**src/rtl/framebuffer_clear_if.sv**
```systemverilog
// Avalon-MM burst write bus between framebuffer_clear and the f2h sdram1 port.
//   address     29  word address (64-bit units), valid on first beat of a burst
//   burstcount   8  beats in the burst, valid on first beat of a burst
//   waitrequest  1  slave stall
//   writedata   64  write data
//   byteenable   8  byte lanes
//   write        1  write strobe
interface framebuffer_clear_if;
   logic [28:0] address;
   logic [7:0]  burstcount;
   logic        waitrequest;
   logic [63:0] writedata;
   logic [7:0]  byteenable;
   logic        write;

   modport master (
      output address, burstcount, writedata, byteenable, write,
      input  waitrequest
   );

   modport slave (
      input  address, burstcount, writedata, byteenable, write,
      output waitrequest
   );
endinterface

```
**src/rtl/framebuffer_clear.sv**
```systemverilog
// Fills one framebuffer in HPS SDRAM with a solid colour using Avalon-MM
// burst writes; each 64-bit word carries two identical 32-bit XRGB pixels.
// Ports:
//   clock, reset  system clock, asynchronous active-high reset
//   start         1-cycle pulse, begins a clear (ignored while busy)
//   buffer        target framebuffer, sampled on start (0=FB0_BASE, 1=FB1_BASE)
//   colour        fill colour, sampled on start
//   abort         stop after the burst in flight
//   busy          high from the cycle after an accepted start until back in IDLE
//   done          1-cycle pulse when the whole frame has been written
//   av            Avalon-MM burst write master
module framebuffer_clear #(
   parameter logic [28:0] FB0_BASE  = 29'h0800000,
   parameter logic [28:0] FB1_BASE  = 29'h0A00000,
   parameter int unsigned FB_WORDS  = 153600,
   parameter int unsigned BURST_LEN = 16
) (
   input  logic                clock,
   input  logic                reset,
   input  logic                start,
   input  logic                buffer,
   input  logic [31:0]         colour,
   input  logic                abort,
   output logic                busy,
   output logic                done,
   framebuffer_clear_if.master av
);

   typedef enum logic [1:0] {IDLE, BURST, NEXT, FINISH} state_t;

   localparam logic [28:0] WORDS  = 29'(FB_WORDS);
   localparam logic [28:0] BLEN29 = 29'(BURST_LEN);
   localparam logic [7:0]  BLEN8  = 8'(BURST_LEN);

   state_t      state_q, state_d;
   logic [31:0] colour_q;
   logic [28:0] base_q;
   logic [28:0] offset_q;
   logic [28:0] remaining_q;
   logic [7:0]  beat_q;
   logic        abort_q;
   logic [7:0]  burst_len;
   logic        accept;
   logic        last_beat;

   // offset/remaining only change on the last beat, so address and
   // burstcount stay stable for the whole burst, including stalls.
   always_comb begin
      burst_len     = (remaining_q < BLEN29) ? remaining_q[7:0] : BLEN8;
      av.write      = (state_q == BURST);
      av.address    = base_q + offset_q;
      av.burstcount = burst_len;
      av.writedata  = {colour_q, colour_q};
      av.byteenable = av.write ? '1 : '0;
      accept        = av.write && !av.waitrequest;
      last_beat     = accept && (beat_q == burst_len - 8'd1);
      busy          = (state_q != IDLE);
      done          = (state_q == FINISH);
   end

   always_comb begin
      state_d = state_q;
      case (state_q)
         IDLE:   if (start) state_d = BURST;
         BURST:  if (last_beat) state_d = NEXT;
         NEXT: begin
            if (remaining_q == '0)
               state_d = FINISH;
            else if (abort_q || abort)
               state_d = IDLE;
            else
               state_d = BURST;
         end
         FINISH: state_d = IDLE;
         default: state_d = IDLE;
      endcase
   end

   always_ff @(posedge clock or posedge reset) begin
      if (reset) begin
         state_q     <= IDLE;
         colour_q    <= '0;
         base_q      <= '0;
         offset_q    <= '0;
         remaining_q <= '0;
         beat_q      <= '0;
         abort_q     <= 1'b0;
      end else begin
         state_q <= state_d;
         case (state_q)
            IDLE: begin
               abort_q <= 1'b0;
               beat_q  <= '0;
               if (start) begin
                  colour_q    <= colour;
                  base_q      <= buffer ? FB1_BASE : FB0_BASE;
                  offset_q    <= '0;
                  remaining_q <= WORDS;
               end
            end
            BURST: begin
               if (abort) abort_q <= 1'b1;
               if (accept) begin
                  if (last_beat) begin
                     beat_q      <= '0;
                     offset_q    <= offset_q + {21'b0, burst_len};
                     remaining_q <= remaining_q - {21'b0, burst_len};
                  end else begin
                     beat_q <= beat_q + 8'd1;
                  end
               end
            end
            NEXT: if (abort) abort_q <= 1'b1;
            default: ;
         endcase
      end
   end

endmodule

```
**src/flat_wrapper.sv**
```systemverilog
// flat-port wrapper written by rule: the top's interface ports become plain ports
module framebuffer_clear_flat 
#(
   parameter logic [28:0] FB0_BASE  = 29'h0800000,
   parameter logic [28:0] FB1_BASE  = 29'h0A00000,
   parameter int unsigned FB_WORDS  = 153600,
   parameter int unsigned BURST_LEN = 16
)
  (clock, reset, start, buffer, colour, abort, busy, done, av_address, av_burstcount, av_writedata, av_byteenable, av_write, av_waitrequest);
  framebuffer_clear_if av_i ();
  input  logic clock;
  input  logic reset;
  input  logic start;
  input  logic buffer;
  input  logic [31:0] colour;
  input  logic abort;
  output logic busy;
  output logic done;
  output wire logic [$bits(av_i.address)-1:0] av_address;
  output wire logic [$bits(av_i.burstcount)-1:0] av_burstcount;
  output wire logic [$bits(av_i.writedata)-1:0] av_writedata;
  output wire logic [$bits(av_i.byteenable)-1:0] av_byteenable;
  output wire logic [$bits(av_i.write)-1:0] av_write;
  input wire logic [$bits(av_i.waitrequest)-1:0] av_waitrequest;
  assign av_address = av_i.address;
  assign av_burstcount = av_i.burstcount;
  assign av_writedata = av_i.writedata;
  assign av_byteenable = av_i.byteenable;
  assign av_write = av_i.write;
  assign av_i.waitrequest = av_waitrequest;
  framebuffer_clear #(.FB0_BASE(FB0_BASE), .FB1_BASE(FB1_BASE), .FB_WORDS(FB_WORDS), .BURST_LEN(BURST_LEN)) u_core (.clock(clock), .reset(reset), .start(start), .buffer(buffer), .colour(colour), .abort(abort), .busy(busy), .done(done), .av(av_i));
endmodule
```
**config.mk**
```make
export PLATFORM = sky130hd
export DESIGN_NAME = framebuffer_clear_flat
export DESIGN_NICKNAME = d
export VERILOG_FILES = /design/src/rtl/framebuffer_clear_if.sv /design/src/rtl/framebuffer_clear.sv /design/src/flat_wrapper.sv
export SDC_FILE = /design/constraint.sdc
export NUM_CORES = 1
export LEC_CHECK = 0
export CELL_PAD_IN_SITES_DETAIL_PLACEMENT = 1
export CELL_PAD_IN_SITES_GLOBAL_PLACEMENT = 2
export CORE_UTILIZATION = 31
export CTS_BUF_LIST = sky130_fd_sc_hd__clkbuf_4 sky130_fd_sc_hd__clkbuf_8
export DETAILED_ROUTE_END_ITERATION = 10
export GPL_ROUTABILITY_DRIVEN = 0
export PLACE_DENSITY_LB_ADDON = 0.1
export SLEW_MARGIN = 25
export SYNTH_ARGS = -nofsm -noshare
export SYNTH_HDL_FRONTEND = slang
export SYNTH_SLANG_ARGS = --single-unit
```
**constraint.sdc**
```tcl
create_clock -name clock -period 5.35 [get_ports clock]
set_clock_uncertainty 0.2 [all_clocks]
set_input_delay 0.8025 -clock clock [delete_from_list [all_inputs] [get_ports clock]]
set_output_delay 0.8025 -clock clock [all_outputs]
set_load 0.005 [all_outputs]
```
==> reports/results.txt <==
The run finished with clean final reports. For this design, the CTS-stage hold fixing added 0 buffers. The tools report the area used by multi-input combinational logic as 0.00290 sq mm. The count of H-tree levels built during CTS is 3, and the post-route antenna net violation count is 0. Yosys mapped the design onto 54 distinct sky130hd cell types.

The remaining global-route overflow came out at 0. In the routed design, unresolved DRC markers number 0. The run gives 31.6% as the initial cell density of the core. Of all cell types, the one taking the most synthesized area is sky130_fd_sc_hd__dfrtp_1. The via count normalized by instance count was 5.10.

The iteration count of the initial detailed-routing pass came out at 4. The clock drives 103 sinks. The worst setup path category was reg2reg. For the worst ir drop on vdd, the log shows 0.186 mV. The logs give 0 for the total count of max-transition violations in the final report and 28500 um for the first-pass GRT wire length. The proportion of synthesized chip area in sequential cells is 42.1%, and the fraction of final layout cells with drive strength greater than 1 is 10.2%. For the initial antenna violation count, the log shows 0. TritonCTS built the clock tree. For the pin with the worst max-slew slack, the measured transition is 0.774 ns. Summing every instance area after synthesis gives 0.00613 sq mm. Number of port buffers: 146.

The critical path contains buffers and inverters numbering 3 combined. The most prevalent standard cell on the critical path is sky130_fd_sc_hd__or4_1. Hold timing on the final database bottoms out at a slack of 0.284 ns. In this run the worst path has a maximum fanout of 21. The total number of placement rows was 51. The number of placed instances with taps included is 968.

The Yosys step of the flow raised 0 warnings. The hold violation total from the final report came out at 0. The floorplan die height is 143 um, and the number of flops mapped to enable cells by yosys is 0. For this design the ratio of total power to cell area is 398 mW/mm^2. The initial detailed-routing violation count is 165, and the area share of the largest cell type after synthesis is 42.1%.

The floorplan step defined a die boundary enclosing 0.0203 sq mm. During I/O placement, the number of pins put on the boundary was 150. The worst setup path is captured at a flop.

The final total negative setup slack is 0 ns. Clock tree synthesis selected as its root buffer the cell sky130_fd_sc_hd__clkbuf_8. At the end of the flow, the number of nets in the layout was 772.

Setup violations remaining at the end of the flow were counted as 0. The wire-length estimate of the detail-placed layout is 12700 um. In this design, the largest share of critical-path delay is due to simple AND/OR/NAND/NOR gates. The register bit count reported by yosys was 103. In this run the worst hold path is classified as reg2reg. For this design, the slowest cell found on the critical path is sky130_fd_sc_hd__or4_1. Buffers inserted during clock tree synthesis total 9. In this run the standard cell core region covers 0.0194 sq mm.

For this run, the slowest stage of the critical path takes 0.56 ns. For the finished layout, the period the worst path requires is 4.90 ns. For the number of maximum-capacitance violations, the log shows 0. Number of antenna repair diodes: 0.

The number of global-route vias before repair is 5464, and the reported leakage power is 3.03 nW. Setup repair after global routing left no endpoint under its margin. STA classifies the critical path startpoint as a flop. The width of the die works out to 143 um. The final routed wire length divided by cell count was 17.8 um; the arrival time at the worst endpoint was 5.01 ns. Compared with the post-synthesis result, the final layout area differs by 24.7%. The sequential cells in the finished layout cover a total of 0.00258 sq mm. The overall fraction of global-route tracks in use was 18.0%. In this run the tightest slew margin relative to its limit is 48.4%.

The average cell area after synthesis was 9.68 sq um. Prior to clock tree synthesis, the placed netlist has a worst setup slack of 0.348 ns. The routed design has 17500 um of wire. The endpoint required time on the critical path was 5.46 ns; the maximum clock frequency was 204 MHz.

Once routing completed, OpenROAD measured the worst setup slack at 0.451 ns. Entering global routing, the biggest net connects 81 pins. For this run, the number of standard cells in the final layout without fillers is 983.

The later pin in the worst-skew pair is clocked with a latency of 0.38 ns. Yosys attributes the largest share of cell area to sky130_fd_sc_hd__dfrtp_1, sky130_fd_sc_hd__buf_4, sky130_fd_sc_hd__mux2_2, sky130_fd_sc_hd__a21oi_1, sky130_fd_sc_hd__ha_1. The post-CTS clock slew at the launch and capture registers of the worst setup and hold paths was 0.10 ns; the post-synthesis instance total was 633. The critical path goes through or4_1, or4_1, buf_4, nor4_4, ha_1, inv_1, fa_1, nor2b_1, o21ai_0, a21boi_1, o2111a_1, o21a_1, o211ai_1, buf_4, or4_1, a21oi_1.

Fill cells in the final layout number 2243. For this block, the via count after detailed routing is 5016. In the synthesized netlist the dominant register cell turns out to be sky130_fd_sc_hd__dfrtp_1. The share of the clock period used by the worst path after layout was 91.6%. For the number of buffers on the longest clock path, the log shows 2. The fraction of synthesis flops using an asynchronous set or reset pin works out to 100%.
==> metrics by stage <==
stage | util (%) | area [sq um] | total power [mW]
2_1_floorplan | - | 6150 | 1.95
3_3_place_gp | 38.4 | 7460 | 2.56
3_5_place_dp | 38.4 | 7460 | 2.60
4_1_cts | 39.4 | 7640 | 3.10
5_1_grt | 39.4 | 7640 | 3.26
6_report | 39.4 | 7640 | 3.04
==> final timing paths <==
path / startpoint / end / cells after the start / slack (ns)
hold / removal: u_core.base_q[23] / u_core.base_q[23] / 1 / 0.28
max in group asynchronous: reset / u_core.offset_q[3] / 3 / 3.34
hold reg to reg: u_core.base_q[23] / u_core.base_q[23] / 1 / 0.28
min in group asynchronous: reset / u_core.colour_q[22] / 2 / 0.75
setup reg to reg: u_core.remaining_q[11] / u_core.offset_q[24] / 16 / 0.45
setup / recovery: u_core.remaining_q[11] / u_core.offset_q[24] / 16 / 0.45
==> logic make-up (layout without fill, tap and decap cells) <==
logic type	count (synthesis)	count (layout)	share of synthesized area, %
AOI/OAI and AO/OA	154	154	16.1
xor gates and xnor gates	15	15	2.14
adders and majority gates	20	20	4.21
buffers and inverters	115	194	11.1
DFF	103	103	42.1
muxes	34	34	6.23
other	2	8	0.123
and+or+nand+nor	190	190	18.0
==> routing by layer <==
metal	vias up	global-route usage (%)	routed length, um
met5	-	0	0
met4	0	4.92	179
met3	13	3.16	491
met2	61	34.2	9510
met1	2533	20.3	7340
li1	2409	-	-
==> worst reg2reg max path, stage by stage, from the launching register on <==
cell,delay (ns)
sky130_fd_sc_hd__dfrtp_1,0.43
sky130_fd_sc_hd__or4_1,0.56
sky130_fd_sc_hd__or4_1,0.54
sky130_fd_sc_hd__buf_4,0.21
sky130_fd_sc_hd__nor4_4,0.36
sky130_fd_sc_hd__ha_1,0.24
sky130_fd_sc_hd__inv_1,0.06
sky130_fd_sc_hd__fa_1,0.38
sky130_fd_sc_hd__nor2b_1,0.16
sky130_fd_sc_hd__o21ai_0,0.11
sky130_fd_sc_hd__a21boi_1,0.31
sky130_fd_sc_hd__o2111a_1,0.24
sky130_fd_sc_hd__o21a_1,0.11
sky130_fd_sc_hd__o211ai_1,0.13
sky130_fd_sc_hd__buf_4,0.25
sky130_fd_sc_hd__or4_1,0.42
sky130_fd_sc_hd__a21oi_1,0.15
==> power breakdown <==
part	internal (mW)	switching [mW]
Combinational	0.820	0.608
Clock	0.204	0.279
Sequential	0.960	0.170
Total	1.98	1.06
==> synth_stat cells, types with 3 or more instances <==
cell	instances
sky130_fd_sc_hd__dfrtp_1	103
sky130_fd_sc_hd__buf_4	64
sky130_fd_sc_hd__a21oi_1	49
sky130_fd_sc_hd__nand2_1	38
sky130_fd_sc_hd__o21ai_0	36
sky130_fd_sc_hd__mux2_2	33
sky130_fd_sc_hd__or3_1	31
sky130_fd_sc_hd__or4_1	30
sky130_fd_sc_hd__o31ai_1	29
sky130_fd_sc_hd__inv_1	21
sky130_fd_sc_hd__clkbuf_1	20
sky130_fd_sc_hd__nor2_1	20
sky130_fd_sc_hd__ha_1	19
sky130_fd_sc_hd__nand3_1	16
sky130_fd_sc_hd__nand2b_1	13
sky130_fd_sc_hd__xor2_1	10
sky130_fd_sc_hd__o41ai_1	9
sky130_fd_sc_hd__buf_2	8
sky130_fd_sc_hd__nor4_1	7
sky130_fd_sc_hd__or2_2	6
sky130_fd_sc_hd__and2_1	5
sky130_fd_sc_hd__or4b_1	5
sky130_fd_sc_hd__xnor2_1	5
sky130_fd_sc_hd__a31oi_1	4
sky130_fd_sc_hd__nor2b_1	4
sky130_fd_sc_hd__nor3_1	4
sky130_fd_sc_hd__o21a_1	4
sky130_fd_sc_hd__o22ai_1	4
sky130_fd_sc_hd__and3_1	3
sky130_fd_sc_hd__nand4_1	3
==> what timing repair did <==
action,in CTS,in global routing
setup endpoints to repair,0,2
buffers inserted,0,0
gates resized for setup,0,1
==> cell usage in the layout (no fill, tap or decap), drive strengths merged, types with 21 or more instances in the layout <==
cell type      count
nand2             38
or3               31
mux2              33
o31ai             29
clkdlybuf4s50    146
o21ai             37
dfrtp            103
inv               21
a21oi             49
or4               30
==> state kept, by name, summed over array words and instances (netlist names) <==
name,count
u_core.abort_q,1
u_core.base_q,2
u_core.beat_q,8
u_core.colour_q,32
u_core.offset_q,29
u_core.remaining_q,29
u_core.state_q,2
==> final cells by class <==
type	instances	share of cell area, %
repair buffers	158	20.5
multi-input cells	421	38.0
clock buffers	13	2.18
well taps	265	4.34
inverters	21	1.10
flip-flops and latches	103	33.7
clock inverters	2	0.213
(Power assumes the default switching activity.)
